## src/rtl/branch_redirect_ctrl_pkg.sv

```systemverilog
// Shared instruction definitions for the branch redirect path.
// Opcode values follow the LoongArch major-opcode field, zero-extended to 8 bits.
package branch_redirect_ctrl_pkg;

    localparam logic [7:0] OP_JIRL = 8'h13;
    localparam logic [7:0] OP_B    = 8'h14;
    localparam logic [7:0] OP_BL   = 8'h15;
    localparam logic [7:0] OP_BEQ  = 8'h16;
    localparam logic [7:0] OP_BNE  = 8'h17;
    localparam logic [7:0] OP_BLT  = 8'h18;
    localparam logic [7:0] OP_BGE  = 8'h19;
    localparam logic [7:0] OP_BLTU = 8'h1a;
    localparam logic [7:0] OP_BGEU = 8'h1b;

endpackage

```

## src/rtl/branch_redirect_ctrl.sv

```systemverilog
// Turns a resolved taken branch into a one-shot IF redirect with front-end flush,
// raises ADEF on misaligned targets, and counts accepted redirects.
module branch_redirect_ctrl
    import branch_redirect_ctrl_pkg::*;
#(
    parameter int unsigned CNT_W = 32
) (
    input  logic             clk,
    input  logic             resetn,
    input  logic             ex_valid,
    input  logic [7:0]       ex_op,
    input  logic             ex_cond,
    input  logic [31:0]      ex_target,
    input  logic             wb_flush,
    input  logic             redir_ready,
    output logic             redir_valid,
    output logic [31:0]      redir_pc,
    output logic             flush_fd,
    output logic             ex_stall,
    output logic             exc_valid,
    output logic [31:0]      exc_badv,
    output logic [CNT_W-1:0] redir_cnt
);

    typedef enum logic [1:0] {
        S_IDLE  = 2'd0,
        S_PEND  = 2'd1,
        S_DRAIN = 2'd2
    } state_t;

    state_t           r_state;
    logic             r_redir_valid;
    logic [31:0]      r_redir_pc;
    logic             r_flush_fd;
    logic             r_exc_valid;
    logic [31:0]      r_exc_badv;
    logic [CNT_W-1:0] r_redir_cnt;

    logic w_uncond;
    logic w_cond;
    logic w_taken;
    logic w_aligned;

    assign w_uncond  = ex_op inside {OP_B, OP_BL, OP_JIRL};
    assign w_cond    = ex_op inside {OP_BEQ, OP_BNE, OP_BLT, OP_BGE, OP_BLTU, OP_BGEU};
    assign w_taken   = w_uncond | (w_cond & ex_cond);
    assign w_aligned = (ex_target[1:0] == 2'b00);

    always_ff @(posedge clk or negedge resetn) begin
        if (!resetn) begin
            r_state       <= S_IDLE;
            r_redir_valid <= 1'b0;
            r_redir_pc    <= '0;
            r_flush_fd    <= 1'b0;
            r_exc_valid   <= 1'b0;
            r_exc_badv    <= '0;
            r_redir_cnt   <= '0;
        end else begin
            r_exc_valid <= 1'b0;
            // WB flush overrides everything, including a same-cycle accept or new branch.
            if (wb_flush) begin
                r_state       <= S_IDLE;
                r_redir_valid <= 1'b0;
                r_flush_fd    <= 1'b0;
            end else begin
                case (r_state)
                    S_IDLE: begin
                        if (ex_valid && w_taken) begin
                            if (w_aligned) begin
                                r_state       <= S_PEND;
                                r_redir_pc    <= ex_target;
                                r_redir_valid <= 1'b1;
                                r_flush_fd    <= 1'b1;
                            end else begin
                                r_exc_valid <= 1'b1;
                                r_exc_badv  <= ex_target;
                            end
                        end
                    end
                    S_PEND: begin
                        if (redir_ready) begin
                            r_state       <= S_DRAIN;
                            r_redir_valid <= 1'b0;
                            r_redir_cnt   <= r_redir_cnt + CNT_W'(1);
                        end
                    end
                    S_DRAIN: begin
                        r_state    <= S_IDLE;
                        r_flush_fd <= 1'b0;
                    end
                    default: begin
                        r_state       <= S_IDLE;
                        r_redir_valid <= 1'b0;
                        r_flush_fd    <= 1'b0;
                    end
                endcase
            end
        end
    end

    assign ex_stall    = (r_state != S_IDLE);
    assign redir_valid = r_redir_valid;
    assign redir_pc    = r_redir_pc;
    assign flush_fd    = r_flush_fd;
    assign exc_valid   = r_exc_valid;
    assign exc_badv    = r_exc_badv;
    assign redir_cnt   = r_redir_cnt;

endmodule

```

## config.mk

```make
export PLATFORM = sky130hd
export DESIGN_NAME = branch_redirect_ctrl
export DESIGN_NICKNAME = d
export VERILOG_FILES = /design/src/rtl/branch_redirect_ctrl_pkg.sv /design/src/rtl/branch_redirect_ctrl.sv
export SDC_FILE = /design/constraint.sdc
export NUM_CORES = 1
export LEC_CHECK = 0
export ABC_AREA = 1
export CORE_MARGIN = 2
export CORE_UTILIZATION = 41
export CTS_BUF_LIST = sky130_fd_sc_hd__clkbuf_4 sky130_fd_sc_hd__clkbuf_8
export DETAILED_ROUTE_END_ITERATION = 8
export PLACE_DENSITY = 0.7
export SYNTH_ARGS = -nofsm -noshare
export SYNTH_HDL_FRONTEND = slang
export SYNTH_SLANG_ARGS = --single-unit
```

## constraint.sdc

```tcl
create_clock -name clk -period 1.3 [get_ports clk]
set_input_delay 0.26 -clock clk [delete_from_list [all_inputs] [get_ports clk]]
set_output_delay 0.26 -clock clk [all_outputs]
set_load 0.02 [all_outputs]
```

==> run metrics, run 1 <==
status=complete, but fails checks; failing checks=negative setup slack; most common cell in the netlist=nand2_1; vias per std cell=4.99; Worst VDD drop=just under 500 uV; vias in the first global route=roughly 5000; Yosys warnings=0; register bit total from synthesis=~100; CTS root buffer=clkbuf_8; ANT nets after route=0; Synth Net Count=slightly below 700; Commonest cells post-synth=nand2_1, inv_1, dfrtp_1; DRC=0; Fin. Hold Viols=0; post-synth top area share=0.501; die height=115 um; Core Region=0.0120 mm2; Pre-antenna DRT Iters=5; RePlAce Congestion=0.887; fin. max-slew vios=0; CP endpoint kind=flop; Post-synth ARST share=1.00; Synth Instances=645; I/O pin cnt=~150; post-synth cell types=28; drt initial violations=388; crit path DAT=approximately 1.9 ns; Final Total Pwr=~7.2 mW; Max Cap Viol=0; CTS clk-pin slew, worst paths=0.10 ns; CTS tree=done; worst-path fanout max=8; share of post-route cells with drive strength above 1=0.430; row cnt=40; RSZ-0062 raised after global routing=yes; first-pass GRT wire length=23.9 mm; worst setup margin=-0.328 ns; sequential cell area fraction in the yosys report=0.501; post-route clock skew=around 0.010 ns; Final setup viols=100; ant diodes=0; Clock Latency Late Sink=0.37 ns; Clock Sink Count=101; biggest area consumer among synthesized cells=dfrtp_1; Worst Hold Class=in -> async; fin crit share=1.25; initial antenna violation count=0; initial core utilization=0.420; fmax=roughly 610 MHz; area added between synthesis and finish=61.9%; Req. time, crit path=1.56 ns; worst slack on hold paths=0.290 ns; placed insts=973; relative slew slack=0.780; crit start category=flop; crit path time final=1.63 ns; routed wire length=17.0 mm; final-layout fill cell count=957; Worst Setup Path Type=reg -> reg; Setup TNS=-18.48 ns; Nets=~940; worst slew pin tran=0.328 ns; Die W=around 110 um; Avg Cell Area, Syn=7.83 um2; GR Overflow Total=0; DR vias=between 5000 and 6000; number of flops mapped to enable cells by yosys=0; power per cell area=just under 900 mW/mm2; DPL Wire Length=10.3 mm; final non-filler cell total=1047; top cells by area, synth=dfrtp_1, nand2_1, inv_1; # H-tree levels=3; top_reg_cell synth=dfrtp_1; Synth Cell Area=about 0.005 mm2; post-DR wirelength/cell=about 16 um; Static Leak=about 4.5 nW; Bufs on Longest Clock Path=2; Port Buffer Count=145; Finished Core Util=0.680; die area=0.0132 mm2; GRT Resource Usage Total=0.226; number of CTS-inserted buffers=9; largest net degree at the start of global routing=43
[power by group]
part	internal [mW]	switching [mW]
clock	1.18	1.08
combinational	0.585	0.846
sequential	3.38	0.165
[layout make-up]
class	instances	area, um2	area share
Tap cell	147	184	0.0225
Sequential cell	101	2550	0.312
Multi-Input combinational cell	365	2290	0.281
Inverter	159	599	0.0734
Clock inverter	4	72.6	0.00888
Clock buffer	12	153	0.0187
Timing Repair Buffer	259	2310	0.283
[worst max-delay path, stage by stage (launching register included)]
cell       delay [ns]
dfrtp_1          0.41
inv_2            0.10
nand2_4          0.07
nor2_4           0.10
buf_6            0.13
nand2_8          0.06
nor2_8           0.13
buf_12           0.16
clkbuf_16        0.16
nand2_2          0.04
o21ai_1          0.09
inv_1            0.06
[metrics by stage]
step,area (um2),worst slack (ns)
2_1_floorplan,5160,-0.108
3_3_place_gp,7180,-0.512
3_5_place_dp,7180,-0.575
4_1_cts,7610,-0.200
5_1_grt,8170,-0.391
6_report,8170,-0.328
[flip-flops by register name, summed over array words and instances (netlist names)]
name and cells:
exc_valid 1, exc_badv 32, redir_pc 32, flush_fd 1, redir_cnt 32, redir_valid 1
r_state 2
[final timing paths]
kind                                            end  slack, ns  cells after the start                startpoint
max                         exc_badv[9]$_DFFE_PN0P_      -0.33                     11    r_state[1]$_DFFE_PN0P_
min                         redir_pc[1]$_DFFE_PN0P_       0.29                      2                    resetn
max reg2reg                 exc_badv[9]$_DFFE_PN0P_      -0.33                     11    r_state[1]$_DFFE_PN0P_
min reg2reg                exc_badv[21]$_DFFE_PN0P_       0.49                      2  exc_badv[21]$_DFFE_PN0P_
max in group asynchronous  redir_pc[16]$_DFFE_PN0P_       0.51                      3                    resetn
min in group clk                exc_valid$_DFF_PN0_       0.42                      5                  wb_flush
[per-layer routing]
layer | vias up | track usage | part of all wire
li1 | 2433 | - | -
met1 | 2511 | 0.282 | 0.39
met2 | 233 | 0.395 | 0.51
met3 | 44 | 0.0364 | 0.070
met4 | 0 | 0.0851 | 0.030
met5 | - | 0 | 0
[cells in the final DEF, fill, tap and decap left out, drive strengths merged]
cell type	count
buf	199
nand2	198
inv	159
dfrtp	101
clkdlybuf4s50	43
nor2	42
nand4	40
o21ai	33
clkbuf	19
nand3	18
xnor2	13
clkdlybuf4s15	8
nand3b	6
xor2	6
nor3	4
bufinv	2
and2	2
o21bai	1
o211ai	1
ha	1
clkinv	1
clkinvlp	1
dlygate4sd3	1
dlymetal6s2s	1
[cells by family (layout without fill, tap and decap cells)]
family,after synthesis,in the layout,synth area share
adders and majority gates,1,1,0.00248
and+or+nand+nor,310,310,0.284
buffers and inverters,179,434,0.144
xor gates and xnor gates,19,19,0.0330
DFF,101,101,0.501
AOI/OAI and AO/OA,35,35,0.0357
[timing repair]
item	4_1_cts	5_1_grt
pin swaps	35	34
gates resized for setup	400	176
gates cloned	1	11
buffers inserted	25	24
hold endpoints to repair	25	0
hold buffers	1	0
setup endpoints to repair	191	141
Note: power is estimated with default switching activity, not from simulation.
==> inputs of run 2 (changes only) <==
--- a/config.mk
+++ b/config.mk
@@ -7,10 +7,10 @@
 export LEC_CHECK = 0
 export ABC_AREA = 1
 export CORE_MARGIN = 2
-export CORE_UTILIZATION = 41
+export CORE_UTILIZATION = 33
 export CTS_BUF_LIST = sky130_fd_sc_hd__clkbuf_4 sky130_fd_sc_hd__clkbuf_8
 export DETAILED_ROUTE_END_ITERATION = 8
-export PLACE_DENSITY = 0.7
+export PLACE_DENSITY = 0.58
 export SYNTH_ARGS = -nofsm -noshare
 export SYNTH_HDL_FRONTEND = slang
 export SYNTH_SLANG_ARGS = --single-unit
==> run metrics, run 2 (synthesis gave the netlist of run 1 again) <==
status=complete, but fails checks (unchanged); failing checks=negative setup slack (unchanged); Fin. Hold Viols=0 (unchanged); Critical R2R Capture=redir_pc[7]$_DFFE_PN0P_ (was exc_badv[9]$_DFFE_PN0P_); die height=128 um (was 115 um); # H-tree levels=3 (unchanged); share of post-route cells with drive strength above 1=0.382 (was 0.430); DP Area=0.00724 mm2 (was 0.00718 mm2); commonest non-fill, non-tap cell in the layout=nand2_1 (was inv_1); r2r setup slk=-0.21 ns (was -0.33 ns); vias in the first global route=4630 (was 4983); GRT Resource Usage Total=0.187 (was 0.226); crit start category=flop (unchanged); RSZ-0062 raised after global routing=yes (unchanged); area added between synthesis and finish=54.3% (was 61.9%); crit path time final=1.51 ns (was 1.63 ns); initial antenna violation count=0 (unchanged); Core Region=0.0151 mm2 (was 0.0120 mm2); Max Cap Viol=0 (unchanged); number of CTS-inserted buffers=9 (unchanged); CTS clk-pin slew, worst paths=0.10 ns (about the same); relative slew slack=0.746 (was 0.780); Worst Hold Class=in -> async (unchanged); clock group share of total power=0.313 (was 0.312); Reg2Reg Depth=11 (unchanged); ANT nets after route=0 (unchanged); worst slew pin tran=0.378 ns (was 0.328 ns); I/O pin cnt=146 (unchanged); Final Total Pwr=7.04 mW (was 7.24 mW); Pre-antenna DRT Iters=5 (unchanged); Internal Power=4.97 mW (was 5.15 mW); worst path cell trace=inv_2 -> nand2_4 -> nor2_4 -> inv_2 -> nor2_4 -> buf_12 -> nand3_4 -> clkbuf_16 -> nand2_2 -> nand2_1 -> inv_1 (was inv_2 -> nand2_4 -> nor2_4 -> buf_6 -> nand2_8 -> nor2_8 -> buf_12 -> clkbuf_16 -> nand2_2 -> o21ai_1 -> inv_1); fmax=662 MHz (was 614 MHz); RePlAce Congestion=0.879 (was 0.887); GR Overflow Total=0 (unchanged); commonest cells after routing, fill and taps aside=nand2_1, inv_1, buf_2 (was inv_1, nand2_1, buf_2); initial core utilization=0.334 (was 0.420); DR vias=4822 (was 5221); reg2reg start=r_state[1]$_DFFE_PN0P_ (unchanged); Worst path slowest cell=dfrtp_1 (unchanged); Die W=128 um (was 115 um); CP endpoint kind=flop (unchanged); Combinational Power Share=0.187 (was 0.198); post-route clock skew=0.00534 ns (was 0.0102 ns); Final setup viols=101 (was 100); Slowest Stage Delay on Critical Path=0.41 ns (about the same); Port Buffer Count=145 (unchanged); largest net degree at the start of global routing=42 (was 43); routed wire length=15.2 mm (was 17.0 mm); crit path DAT=1.84 ns (was 1.88 ns); Sw Share=0.295 (was 0.289); post-DR wirelength/cell=14.1 um (was 16.2 um); design area=0.00779 mm2 (was 0.00817 mm2); CP delay by family, top=buffers and inverters (unchanged); first-pass GRT wire length=24.0 mm (was 23.9 mm); Nets=933 (was 942); fin. max-slew vios=0 (unchanged); worst setup margin=-0.210 ns (was -0.328 ns); Static Leak=4.24 nW (was 4.46 nW); Worst Setup Path Type=reg -> reg (unchanged); Worst VDD drop=588 uV (was 482 uV); drt initial violations=424 (was 388); ant diodes=0 (unchanged); CTS tree=done (unchanged); die area=0.0163 mm2 (was 0.0132 mm2); worst slack on hold paths=0.313 ns (was 0.290 ns); Crit path buffers/inverters=5 (unchanged); Clock Latency Late Sink=0.38 ns (was 0.37 ns); worst-path fanout max=5 (was 8); Bufs on Longest Clock Path=2 (unchanged); Finished Core Util=0.516 (was 0.680); switching power of the nets=2.08 mW (was 2.09 mW); row cnt=45 (was 40); CTS root buffer=clkbuf_8 (unchanged); DRC=0 (unchanged); Req. time, crit path=1.63 ns (was 1.56 ns); Clock Sink Count=101 (unchanged); fin crit share=1.16 (was 1.25); power per cell area=904 mW/mm2 (was 886 mW/mm2); DPL Wire Length=11.0 mm (was 10.3 mm); vias per std cell=4.47 (was 4.99); sequential power share=0.500 (was 0.490)
[run 2: cell types whose count changed in the layout (fill, tap and decap cells not counted), moves of 4 or more]
| cell | delta |
|---|---|
| clkdlybuf4s15_2 | -8 |
| o21ai_2 | -13 |
| buf_12 | -6 |
| nand2_2 | -18 |
| clkbuf_16 | -6 |
| buf_2 | +4 |
| buf_4 | +5 |
| o21ai_0 | +4 |
| o21ai_1 | +9 |
| nand2_1 | +20 |
[run 2: worst max path at each step]
stage	from	to	slack, ns	depth (start not counted)
global placement	wb_flush	redir_pc[18]$_DFFE_PN0P_	-0.53	9
global route	r_state[1]$_DFFE_PN0P_	redir_cnt[22]$_DFFE_PN0P_	-0.33	9
detailed placement	ex_op[1]	exc_badv[15]$_DFFE_PN0P_	-0.58	11
CTS	r_state[1]$_DFFE_PN0P_	exc_badv[18]$_DFFE_PN0P_	-0.20	10
finish	r_state[1]$_DFFE_PN0P_	redir_pc[7]$_DFFE_PN0P_	-0.21	11
floorplan	redir_cnt[1]$_DFFE_PN0P_	redir_cnt[18]$_DFFE_PN0P_	-0.11	10
[run 2: power groups by stage]
stage          Combinational (mW)  Sequential (mW)  Clock [mW]
3_5_place_dp                 1.50             3.59           0
3_3_place_gp                 1.48             3.58           0
4_1_cts                      1.32             3.52        2.28
5_1_grt                      1.43             3.55        2.39
6_report                     1.32             3.52        2.21
2_1_floorplan               0.339             3.88           0
[run 2: what timing repair did]
action | 4_1_cts | 5_1_grt
hold buffers | 1 | 0
pin swaps | 14 | 32
setup buffers | 21 | 18
endpoints found under the hold margin | 21 | 0
cloned | 2 | 1
resized for setup | 438 | 118
setup endpoints to repair | 194 | 109
[run 2: area by class of cell]
type / count / area (um2)
multi-input combinational: 365 / 2130
tap: 188 / 235
sequential: 101 / 2550
clock buffer: 9 / 124
fill: 1444 / 7300
timing repair buffer: 250 / 2070
clock inverter: 6 / 88.8
inverter: 159 / 597
[run 2: per-stage QoR]
stage | std cells | worst slack [ns] | setup TNS, ns
final | 1078 | -0.210 | -14.55
after detailed placement | 1024 | -0.582 | -47.61
after floorplan | 645 | -0.108 | -4.16
after CTS | 1062 | -0.198 | -14.12
after global placement | 1024 | -0.533 | -45.80
after global routing | 1078 | -0.328 | -25.25
[run 2: per-layer routing]
metal  global-route usage  vias to the layer above  part of all wire
met5                    0                        -                 0
li1                     -                     2405                 -
met4               0.0530                        0             0.013
met2                0.297                      138              0.47
met1                0.260                     2265              0.46
met3               0.0367                       14             0.055
[run 2: worst register-to-register path: stages, from the launching register on]
cell and delay, ns:
dfrtp_1 0.41, inv_2 0.09, nand2_4 0.06, nor2_4 0.09, inv_2 0.06, nor2_4 0.11, buf_12 0.13, nand3_4 0.15
clkbuf_16 0.22, nand2_2 0.05, nand2_1 0.05, inv_1 0.04
==> inputs of run 3 (changes only) <==
--- a/config.mk
+++ b/config.mk
@@ -7,10 +7,11 @@
 export LEC_CHECK = 0
 export ABC_AREA = 1
 export CORE_MARGIN = 2
-export CORE_UTILIZATION = 33
+export CORE_UTILIZATION = 45
 export CTS_BUF_LIST = sky130_fd_sc_hd__clkbuf_4 sky130_fd_sc_hd__clkbuf_8
 export DETAILED_ROUTE_END_ITERATION = 8
-export PLACE_DENSITY = 0.58
+export PLACE_DENSITY = 0.76
+export SLEW_MARGIN = 5
 export SYNTH_ARGS = -nofsm -noshare
 export SYNTH_HDL_FRONTEND = slang
 export SYNTH_SLANG_ARGS = --single-unit
==> run metrics, run 3 (synthesis gave the netlist of run 1 again) <==
placed insts=971 (was 1024); fin. max-slew vios=0 (unchanged); Static Leak=4.47 nW (was 4.24 nW); number of CTS-inserted buffers=9 (unchanged); DR vias=5396 (was 4822); Clock Sink Count=101 (unchanged); Fin. Hold Viols=0 (unchanged); Finished Core Util=0.753 (was 0.516); Setup TNS=-21.73 ns (was -14.55 ns); Final setup viols=110 (was 101); share of post-route cells with drive strength above 1=0.434 (was 0.382); post-route clock skew=0.00777 ns (was 0.00534 ns); CP endpoint kind=flop (unchanged); Pre-antenna DRT Iters=5 (unchanged); area of the multi-input gates=0.00232 mm2 (was 0.00213 mm2); CTS clk-pin slew, worst paths=0.10 ns (about the same); relative slew slack=0.729 (was 0.746); Worst path slowest cell=dfrtp_1 (unchanged); Final Total Pwr=6.84 mW (was 7.04 mW); commonest non-fill, non-tap cell in the layout=inv_1 (was nand2_1); Reg area=0.00255 mm2 (about the same); DRC=0 (unchanged); fin crit share=1.24 (was 1.16); ANT nets after route=0 (unchanged); failing checks=negative setup slack (unchanged); commonest cells after routing, fill and taps aside=inv_1, nand2_1, dfrtp_1 (was nand2_1, inv_1, buf_2); status=complete, but fails checks (unchanged); DPL Wire Length=10.0 mm (was 11.0 mm); drt initial violations=437 (was 424); Die W=110 um (was 128 um); crit start category=flop (unchanged); Req. time, crit path=1.56 ns (was 1.63 ns); CP most frequent cell=nand2_1; die area=0.0121 mm2 (was 0.0163 mm2); worst slew pin tran=0.406 ns (was 0.378 ns); Worst Setup Path Type=reg -> reg (unchanged); CTS root buffer=clkbuf_8 (unchanged); worst slack on hold paths=0.354 ns (was 0.313 ns); largest net degree at the start of global routing=29 (was 42); worst setup margin=-0.308 ns (was -0.210 ns); worst path cell trace=inv_2 -> nand2_1 -> nor2_2 -> buf_12 -> nand3_4 -> nor2_4 -> nand3_2 -> nand2_2 -> nand2_1 (was inv_2 -> nand2_4 -> nor2_4 -> inv_2 -> nor2_4 -> buf_12 -> nand3_4 -> clkbuf_16 -> nand2_2 -> nand2_1 -> inv_1); Slowest Stage Delay on Critical Path=0.42 ns (was 0.41 ns); GRT Resource Usage Total=0.257 (was 0.187); row cnt=38 (was 45); RSZ-0062 raised after global routing=yes (unchanged); crit path time final=1.61 ns (was 1.51 ns); Core Region=0.0109 mm2 (was 0.0151 mm2); final-layout fill cell count=706 (was 1444); design area=0.00819 mm2 (was 0.00779 mm2); initial core utilization=0.464 (was 0.334); area added between synthesis and finish=62.3% (was 54.3%); # H-tree levels=3 (unchanged); fmax=622 MHz (was 662 MHz); GR Overflow Total=0 (unchanged); Port Buffer Count=145 (unchanged); Worst VDD drop=530 uV (was 588 uV); initial antenna violation count=0 (unchanged); final non-filler cell total=1044 (was 1078); RePlAce Congestion=0.915 (was 0.879); power per cell area=834 mW/mm2 (was 904 mW/mm2); worst-path fanout max=7 (was 5); vias in the first global route=5044 (was 4630); Worst Hold Class=in -> async (unchanged); die height=110 um (was 128 um); Bufs on Longest Clock Path=2 (unchanged); vias per std cell=5.17 (was 4.47); first-pass GRT wire length=24.1 mm (was 24.0 mm); CTS tree=done (unchanged); Nets=946 (was 933); DP Area=0.00717 mm2 (was 0.00724 mm2); I/O pin cnt=146 (unchanged); crit path DAT=1.87 ns (was 1.84 ns); post-DR wirelength/cell=17.4 um (was 14.1 um); Setup WS pre-CTS=-0.572 ns (was -0.582 ns); ant diodes=0 (unchanged); routed wire length=18.2 mm (was 15.2 mm); Clock Latency Late Sink=0.37 ns (was 0.38 ns); Max Cap Viol=0 (unchanged)
==> run 3: repair_timing <==
action                                  in CTS  in global routing
setup buffers                               27                 24
cloned                                       4                  7
endpoints found under the setup margin     193                171
hold buffers                                 1                  0
endpoints found under the hold margin       24                  0
gates resized for setup                    395                221
pin swaps                                   22                 39
==> run 3: worst max-delay path, delay by kind of cell (launching register included) <==
kind / cells / cell delay, ns
buf+inv: 2 / 0.26
flops: 1 / 0.42
simple gates: 7 / 0.84
==> run 3: layout make-up <==
| type | count | share of cell area |
|---|---|---|
| Clock buffer | 11 | 0.0177 |
| Clock inverter | 5 | 0.00336 |
| Inverter | 159 | 0.0731 |
| Multi-Input combinational cell | 365 | 0.283 |
| Sequential cell | 101 | 0.312 |
| Tap cell | 140 | 0.0214 |
| Timing Repair Buffer | 263 | 0.290 |
==> run 3: routing by layer <==
metal  vias to the layer above  track usage  wire length, um
li1                       2432            -                -
met1                      2634        0.328             7140
met2                       274        0.435             9170
met4                         0       0.0940              571
met3                        56       0.0474             1320
met5                         -            0                0
==> run 3: report_power, final <==
part / internal, mW / switching, mW
combinational: 0.573 / 0.856
sequential: 3.38 / 0.151
clock: 0.760 / 1.11
==> run 3: path summary, 6_finish.rpt <==
| path | startpoint | to | slack (ns) | depth (start not counted) |
|---|---|---|---|---|
| min in group clk | ex_op[4] | exc_valid$_DFF_PN0_ | 0.43 | 6 |
| setup / recovery | r_state[1]$_DFFE_PN0P_ | redir_cnt[25]$_DFFE_PN0P_ | -0.31 | 9 |
| max in group asynchronous | resetn | redir_cnt[1]$_DFFE_PN0P_ | 0.44 | 3 |
| hold / removal | resetn | exc_badv[29]$_DFFE_PN0P_ | 0.35 | 2 |
| hold reg to reg | exc_badv[21]$_DFFE_PN0P_ | exc_badv[21]$_DFFE_PN0P_ | 0.50 | 2 |
| setup reg to reg | r_state[1]$_DFFE_PN0P_ | redir_cnt[25]$_DFFE_PN0P_ | -0.31 | 9 |
